### src/rtl/muldiv_pkg.sv
// Shared definitions for the iterative HI/LO multiply/divide controller.
package muldiv_pkg;

    // Operation codes carried on the op input
    localparam logic [1:0] OP_MULT  = 2'b00;
    localparam logic [1:0] OP_MULTU = 2'b01;
    localparam logic [1:0] OP_DIV   = 2'b10;
    localparam logic [1:0] OP_DIVU  = 2'b11;

    // Controller state encoding
    typedef enum logic [1:0] {
        IDLE = 2'd0,
        CALC = 2'd1,
        FIX  = 2'd2
    } state_e;

    // Signed variants have op[0] clear
    function automatic logic op_is_signed(input logic [1:0] op_v);
        return ~op_v[0];
    endfunction

    // Divide variants have op[1] set
    function automatic logic op_is_div(input logic [1:0] op_v);
        return op_v[1];
    endfunction

endpackage

### src/rtl/muldiv_signfix.sv
// Conditional two's-complement negation of a W-bit value.
module muldiv_signfix #(
    parameter int unsigned W = 32
) (
    input  logic [W-1:0] val_i,
    input  logic         neg_i,
    output logic [W-1:0] res_c_o
);

    // Negate when requested, pass through otherwise
    always_comb begin
        res_c_o = val_i;
        if (neg_i) begin
            res_c_o = ~val_i + W'(1);
        end
    end

endmodule

### src/rtl/muldiv_ctrl.sv
// Iterative MULT/MULTU/DIV/DIVU controller with architectural HI/LO registers.
module muldiv_ctrl
    import muldiv_pkg::*;
#(
    parameter int unsigned WIDTH = 32
) (
    input  logic             clk,
    input  logic             rst_n,
    input  logic             start,
    input  logic [1:0]       op,
    input  logic [WIDTH-1:0] a,
    input  logic [WIDTH-1:0] b,
    input  logic             hi_we,
    input  logic             lo_we,
    input  logic [WIDTH-1:0] wdata,
    output logic             busy,
    output logic             done,
    output logic [WIDTH-1:0] hi,
    output logic [WIDTH-1:0] lo
);

    localparam int unsigned W2    = 2 * WIDTH;
    localparam int unsigned CNT_W = $clog2(WIDTH) + 1;

    state_e             state_q, state_d;
    logic [CNT_W-1:0]   cnt_q, cnt_d;
    logic [1:0]         op_q, op_d;
    logic               sign_a_q, sign_a_d;
    logic               sign_b_q, sign_b_d;
    logic               dbz_q, dbz_d;
    logic [WIDTH-1:0]   a_raw_q, a_raw_d;
    logic [WIDTH-1:0]   opb_q, opb_d;
    logic [W2-1:0]      acc_q, acc_d;
    logic [WIDTH-1:0]   hi_q, hi_d;
    logic [WIDTH-1:0]   lo_q, lo_d;
    logic               busy_q, busy_d;
    logic               done_q, done_d;

    logic [WIDTH-1:0]   mag_a, mag_b;
    logic [W2-1:0]      prod_fix;
    logic [WIDTH-1:0]   quo_fix, rem_fix;
    logic               res_neg;
    logic [WIDTH:0]     add_sum;
    logic [W2-1:0]      mul_next;
    logic [WIDTH:0]     div_sh, div_diff;
    logic [W2-1:0]      div_next;

    // Operand magnitudes at start: absolute value for signed ops, raw otherwise
    muldiv_signfix #(.W(WIDTH)) u_mag_a (
        .val_i   (a),
        .neg_i   (op_is_signed(op) & a[WIDTH-1]),
        .res_c_o (mag_a)
    );

    muldiv_signfix #(.W(WIDTH)) u_mag_b (
        .val_i   (b),
        .neg_i   (op_is_signed(op) & b[WIDTH-1]),
        .res_c_o (mag_b)
    );

    // Result sign correction used in FIX (truncating division semantics)
    assign res_neg = op_is_signed(op_q) & (sign_a_q ^ sign_b_q);

    muldiv_signfix #(.W(W2)) u_fix_prod (
        .val_i   (acc_q),
        .neg_i   (res_neg),
        .res_c_o (prod_fix)
    );

    muldiv_signfix #(.W(WIDTH)) u_fix_quo (
        .val_i   (acc_q[WIDTH-1:0]),
        .neg_i   (res_neg),
        .res_c_o (quo_fix)
    );

    muldiv_signfix #(.W(WIDTH)) u_fix_rem (
        .val_i   (acc_q[W2-1:WIDTH]),
        .neg_i   (op_is_signed(op_q) & sign_a_q),
        .res_c_o (rem_fix)
    );

    // One shift-add step: conditional add into upper half, then shift right
    always_comb begin
        add_sum  = {1'b0, acc_q[W2-1:WIDTH]} + (acc_q[0] ? {1'b0, opb_q} : (WIDTH+1)'(0));
        mul_next = {add_sum, acc_q[WIDTH-1:1]};
    end

    // One restoring divide step on {remainder, quotient}
    always_comb begin
        div_sh   = {acc_q[W2-1:WIDTH], acc_q[WIDTH-1]};
        div_diff = div_sh - {1'b0, opb_q};
        div_next = {(div_diff[WIDTH] ? div_sh[WIDTH-1:0] : div_diff[WIDTH-1:0]),
                    acc_q[WIDTH-2:0], ~div_diff[WIDTH]};
    end

    // Next-state, datapath and HI/LO update
    always_comb begin
        state_d  = state_q;
        cnt_d    = cnt_q;
        op_d     = op_q;
        sign_a_d = sign_a_q;
        sign_b_d = sign_b_q;
        dbz_d    = dbz_q;
        a_raw_d  = a_raw_q;
        opb_d    = opb_q;
        acc_d    = acc_q;
        hi_d     = hi_q;
        lo_d     = lo_q;
        done_d   = 1'b0;

        if (hi_we) begin
            hi_d = wdata;
        end
        if (lo_we) begin
            lo_d = wdata;
        end

        case (state_q)
            IDLE: begin
                if (start) begin
                    state_d  = CALC;
                    cnt_d    = '0;
                    op_d     = op;
                    sign_a_d = a[WIDTH-1];
                    sign_b_d = b[WIDTH-1];
                    dbz_d    = op_is_div(op) && (b == '0);
                    a_raw_d  = a;
                    opb_d    = mag_b;
                    acc_d    = {WIDTH'(0), mag_a};
                end
            end
            CALC: begin
                acc_d = op_is_div(op_q) ? div_next : mul_next;
                cnt_d = cnt_q + CNT_W'(1);
                if (cnt_q == CNT_W'(WIDTH - 1)) begin
                    state_d = FIX;
                end
            end
            FIX: begin
                state_d = IDLE;
                done_d  = 1'b1;
                if (op_is_div(op_q)) begin
                    if (dbz_q) begin
                        lo_d = '1;
                        hi_d = a_raw_q;
                    end else begin
                        lo_d = quo_fix;
                        hi_d = rem_fix;
                    end
                end else begin
                    hi_d = prod_fix[W2-1:WIDTH];
                    lo_d = prod_fix[WIDTH-1:0];
                end
            end
            default: begin
                state_d = IDLE;
            end
        endcase

        busy_d = (state_d != IDLE);
    end

    // State and datapath registers
    always_ff @(posedge clk or negedge rst_n) begin
        if (!rst_n) begin
            state_q  <= IDLE;
            cnt_q    <= '0;
            op_q     <= '0;
            sign_a_q <= 1'b0;
            sign_b_q <= 1'b0;
            dbz_q    <= 1'b0;
            a_raw_q  <= '0;
            opb_q    <= '0;
            acc_q    <= '0;
            hi_q     <= '0;
            lo_q     <= '0;
            busy_q   <= 1'b0;
            done_q   <= 1'b0;
        end else begin
            state_q  <= state_d;
            cnt_q    <= cnt_d;
            op_q     <= op_d;
            sign_a_q <= sign_a_d;
            sign_b_q <= sign_b_d;
            dbz_q    <= dbz_d;
            a_raw_q  <= a_raw_d;
            opb_q    <= opb_d;
            acc_q    <= acc_d;
            hi_q     <= hi_d;
            lo_q     <= lo_d;
            busy_q   <= busy_d;
            done_q   <= done_d;
        end
    end

    assign busy = busy_q;
    assign done = done_q;
    assign hi   = hi_q;
    assign lo   = lo_q;

endmodule

### config.mk
export PLATFORM = sky130hd
export DESIGN_NAME = muldiv_ctrl
export DESIGN_NICKNAME = d
export VERILOG_FILES = /design/src/rtl/muldiv_pkg.sv /design/src/rtl/muldiv_signfix.sv /design/src/rtl/muldiv_ctrl.sv
export SDC_FILE = /design/constraint.sdc
export NUM_CORES = 1
export LEC_CHECK = 0
export ABC_AREA = 1
export BUFFER_PORTS_ARGS = -buffer_cell sky130_fd_sc_hd__buf_2
export CORE_MARGIN = 4
export CORE_UTILIZATION = 40
export CTS_CLUSTER_DIAMETER = 40
export DETAILED_ROUTE_END_ITERATION = 8
export HOLD_SLACK_MARGIN = 0.15
export PLACE_DENSITY = 0.66
export SLEW_MARGIN = 25
export SYNTH_ARGS = -nofsm -noshare
export SYNTH_HDL_FRONTEND = slang
export SYNTH_SLANG_ARGS = --single-unit
### constraint.sdc
create_clock -name clk -period 5.13 [get_ports clk]
set_input_delay 1.539 -clock clk [delete_from_list [all_inputs] [get_ports clk]]
set_output_delay 1.539 -clock clk [all_outputs]
set_load 0.01 [all_outputs]
==> run metrics <==
minimum setup slack among reg-to-reg paths 1.90 ns; start of the worst register-to-register path acc_q[31]; startpoint class of the critical path flop; number of antenna violations at the first check in global routing 0; TritonCTS clock tree done; worst path cell trace inv_1 > ha_1 > fa_1 > inv_1 > nand2_1 > nand2_1 > nand3_1 > nand2_2 > nand2_1 > nand2_2 > nand2_4 > nand3_4 > nand2_4 > nand2_1 > nand3_1 > nand2_1 > nand2_1; sequential cell area fraction in the yosys report 25.42%; per-cell via count in the routed design ~5.4; number of fillers in the final layout 5,487; capturing point of the worst reg2reg path acc_q[52]; flip-flop and latch count after synthesis slightly above 200; kind of critical path flop to flop; internal power between 7000 and 8000 uW; netlist area before placement 20,280 um^2; share of power burned in registers roughly a fifth; commonest non-fill, non-tap cell in the layout sky130_fd_sc_hd__nand2_1; count of hold-fix buffers inserted at cts 0; clock-pin slew on the worst setup and hold paths about 0.05 ns; number of distinct library cells after synthesis 51; Clk Tree Root Cell sky130_fd_sc_hd__clkbuf_16; number of endpoints with negative hold slack in the final report 0; gp weighted congestion around 0.99; run status finished clean; source-to-sink clock delay at the later pin of the worst-skew pair between 0.5 and 0.6 ns; number of I/O pins approximately 170; number of nets produced by synthesis around 3,700; post-layout net count approximately 3,800; worst supply voltage drop on vdd approximately 0.00036 V; most used flip-flop cell after synthesis sky130_fd_sc_hd__dfrtp_1; count of cells along the worst hold path 1; DRC viols 0; DRT Pass-1 Iters 6; Initial Util 40.43%; Endpoint, Worst Hold state_q[1]; number of endpoints failing setup at the final stage 0; via count of the first global-routing pass 20,670; vias post-DR roughly 23,000; area of the placeable core about 50,000 um^2; Setup Fix Bufs, Post-CTS 0; setup TNS after final layout 0 ns; setup slack after placement around 1.7 ns; Slowest-stage cell, CP sky130_fd_sc_hd__dfrtp_1; First DRT Iteration DRCs between 2,000 and 3,000; final worst setup slack 1.901 ns; Area Overhead vs Synth 13.41%; number of flops mapped to enable cells by yosys 0; path category of the worst min-delay check flop to flop; number of warning messages in the yosys log 0; number of max-cap violations 0; final-report max-slew violation count 0; Tmin final around 3.2 ns; Routed wire per std cell ~19 um; switching part of the total power a little under three fifths; global-route wire length before repair roughly 120,000 um; largest fanout of any net on the critical path 31; global router's overall resource usage between 20% and 30%; required time of the critical path between 5 and 6 ns; total wirelength of the detailed-routed design between 80,000 and 90,000 um; nature of the critical path endpoint flop; combinational group share of total power about two thirds; Static Leak roughly 0.013 uW; Post-Synthesis Cells about 3,500; Die ar. 54,370 um^2; biggest cell delay along the critical path roughly 0.46 ns; Max transition margin between 30% and 40%; number of cells on the worst reg-to-reg path 17; mean instance size in the synthesized netlist ~5.7 um^2; fin crit share 62.94%; Cells after DPL 4,279; worst path arrival time around 3.7 ns; share of final-layout standard cells stronger than drive strength 1 8.700%; number of clock sinks seen by CTS slightly above 200; TritonCTS buffer count 40; clock share of power between 10% and 20%; die boundary height about 230 um; highest attainable clock frequency between 0.3 and 0.4 GHz; switching pwr between 10,000 and 15,000 uW; standard cell area after detailed placement around 22,000 um^2; hold path startpoint cnt_q[5]; asr flop ratio synth 100.0%; final instance count without filler cells about 4,400; area of all placed cells without fillers approximately 23,000 um^2; number of port buffers 168; buffers and inverters on the worst path 2; remaining global-route overflow 0; row cnt approximately 80; setup repair after global routing missed its margin no; Clock Skews around 0.033 ns; power density over the cells approximately 770 nW/um^2; Die X about 230 um; total stage count of the critical path 17; Post-DP HPWL 63,630 um; Longest Clk Path Bufs 3; Critical Path Most Common Cell sky130_fd_sc_hd__nand2_1; remaining number of nets flagged by the antenna check after routing 0; number of levels in the clock H-tree 2; pin count of the biggest net entering global routing 105; actual slew at the worst max-slew pin about 0.97 ns; leading cell types in the layout, fill and taps excluded 1,253 x sky130_fd_sc_hd__nand2_1, 543 x sky130_fd_sc_hd__inv_1, 329 x sky130_fd_sc_hd__nor2_1; total of cells resized after clock tree synthesis 0; kind of cell adding the most delay to the critical path simple AND/OR/NAND/NOR gates
logic make-up (layout without fill, tap and decap cells):
family,count (synthesis),count (layout),synth area share (%)
adders and majority gates,71,71,4.454
xor gates and xnor gates,59,59,2.548
buffers and inverters,678,818,12.85
AOI/OAI and AO/OA,506,506,13.77
other,0,1,0
DFF,206,206,25.42
and+or+nand+nor,2018,2018,40.96
routing by layer:
| layer | vias to the layer above | part of all wire [%] | GRT usage, % |
|---|---|---|---|
| li1 | 11380 | - | - |
| met1 | 10620 | 45 | 43.12 |
| met2 | 1158 | 41 | 41.35 |
| met3 | 123 | 12 | 6.902 |
| met4 | 0 | 2.9 | 8.256 |
| met5 | - | 0 | 0 |
Yosys cell counts, types with 2 or more instances:
cell type | count | share of area (%)
sky130_fd_sc_hd__nand2_1 | 1254 | 23
sky130_fd_sc_hd__inv_1 | 545 | 10
sky130_fd_sc_hd__nor2_1 | 334 | 6.2
sky130_fd_sc_hd__nand3_1 | 296 | 7.3
sky130_fd_sc_hd__o21ai_0 | 261 | 6.4
sky130_fd_sc_hd__dfrtp_1 | 206 | 25
sky130_fd_sc_hd__a21oi_1 | 136 | 3.4
sky130_fd_sc_hd__clkbuf_1 | 89 | 1.6
sky130_fd_sc_hd__ha_1 | 69 | 4.3
sky130_fd_sc_hd__xor2_1 | 44 | 1.9
sky130_fd_sc_hd__o211ai_1 | 37 | 1.4
sky130_fd_sc_hd__nand4_1 | 33 | 1.0
sky130_fd_sc_hd__nor3_1 | 33 | 0.81
sky130_fd_sc_hd__buf_2 | 21 | 0.52
sky130_fd_sc_hd__a31oi_1 | 16 | 0.49
sky130_fd_sc_hd__nand3b_1 | 16 | 0.59
sky130_fd_sc_hd__xnor2_1 | 15 | 0.65
sky130_fd_sc_hd__o21ai_1 | 14 | 0.35
sky130_fd_sc_hd__inv_2 | 10 | 0.19
sky130_fd_sc_hd__nor2_2 | 10 | 0.31
sky130_fd_sc_hd__and2_1 | 9 | 0.28
sky130_fd_sc_hd__nand2_2 | 9 | 0.28
sky130_fd_sc_hd__or2_2 | 8 | 0.25
sky130_fd_sc_hd__o21bai_1 | 7 | 0.26
sky130_fd_sc_hd__a22oi_1 | 6 | 0.22
sky130_fd_sc_hd__buf_1 | 6 | 0.11
sky130_fd_sc_hd__buf_6 | 4 | 0.22
sky130_fd_sc_hd__nand2_4 | 4 | 0.22
sky130_fd_sc_hd__nor4_1 | 4 | 0.12
sky130_fd_sc_hd__o221ai_1 | 4 | 0.17
sky130_fd_sc_hd__o22ai_1 | 4 | 0.12
sky130_fd_sc_hd__o31ai_1 | 4 | 0.15
sky130_fd_sc_hd__a21o_1 | 3 | 0.11
sky130_fd_sc_hd__nand3_2 | 3 | 0.15
sky130_fd_sc_hd__o21ai_2 | 3 | 0.13
sky130_fd_sc_hd__a2bb2oi_1 | 2 | 0.086
sky130_fd_sc_hd__a32oi_1 | 2 | 0.086
sky130_fd_sc_hd__and3_1 | 2 | 0.062
sky130_fd_sc_hd__fa_1 | 2 | 0.20
sky130_fd_sc_hd__o21ai_4 | 2 | 0.16
power by group through the flow:
stage	clock network [uW]	logic, uW	registers [uW]
detailed placement	0	11300	3390
CTS	2630	11400	3370
floorplan	0	8380	2750
finish	2600	11700	3470
global placement	0	11200	3390
global route	2710	13000	3480
worst max-delay path by stage:
stage | slack [ns] | start | end
2_1_floorplan | 2.11 | a[1] | acc_q[16]
5_1_grt | 1.64 | acc_q[31] | acc_q[52]
3_5_place_dp | 1.66 | b[2] | opb_q[25]
4_1_cts | 1.97 | acc_q[31] | acc_q[52]
6_report | 1.90 | acc_q[31] | acc_q[52]
3_3_place_gp | 1.70 | a[1] | acc_q[16]
through the flow:
| stage | hold slack [ns] | total power [uW] | utilization (%) |
|---|---|---|---|
| 2_1_floorplan | 0.4078 | 11140 | - |
| 3_3_place_gp | 0.4278 | 14630 | 43.21 |
| 3_5_place_dp | 0.4252 | 14690 | 43.21 |
| 4_1_cts | 0.4321 | 17360 | 45.84 |
| 5_1_grt | 0.4366 | 19210 | 45.84 |
| 6_report | 0.4313 | 17720 | 45.85 |
cell type report:
type	count	area [um^2]	area share, %
Sequential cell	206	5156	22.42
Antenna cell	1	2.502	0.01088
Clock inverter	22	234.0	1.017
Multi-Input combinational cell	2654	12560	54.60
Clock buffer	49	1086	4.722
Timing Repair Buffer	191	1036	4.504
Inverter	556	2087	9.074
Tap cell	672	840.8	3.656
worst reg2reg max path, delay by kind of cell, from the launching register on:
family / cells / cell delay (ns)
buf+inv: 2 / 0.29
flops: 1 / 0.46
fa+ha+maj: 2 / 0.65
simple gates: 13 / 1.71
sequential cells by signal, indices dropped and copies added (netlist names), 2 cells and up:
signal,count
acc_q,64
hi,32
lo,32
opb_q,32
a_raw_q,31
cnt_q,6
op_q,2
state_q,2
(Power assumes the default switching activity.)
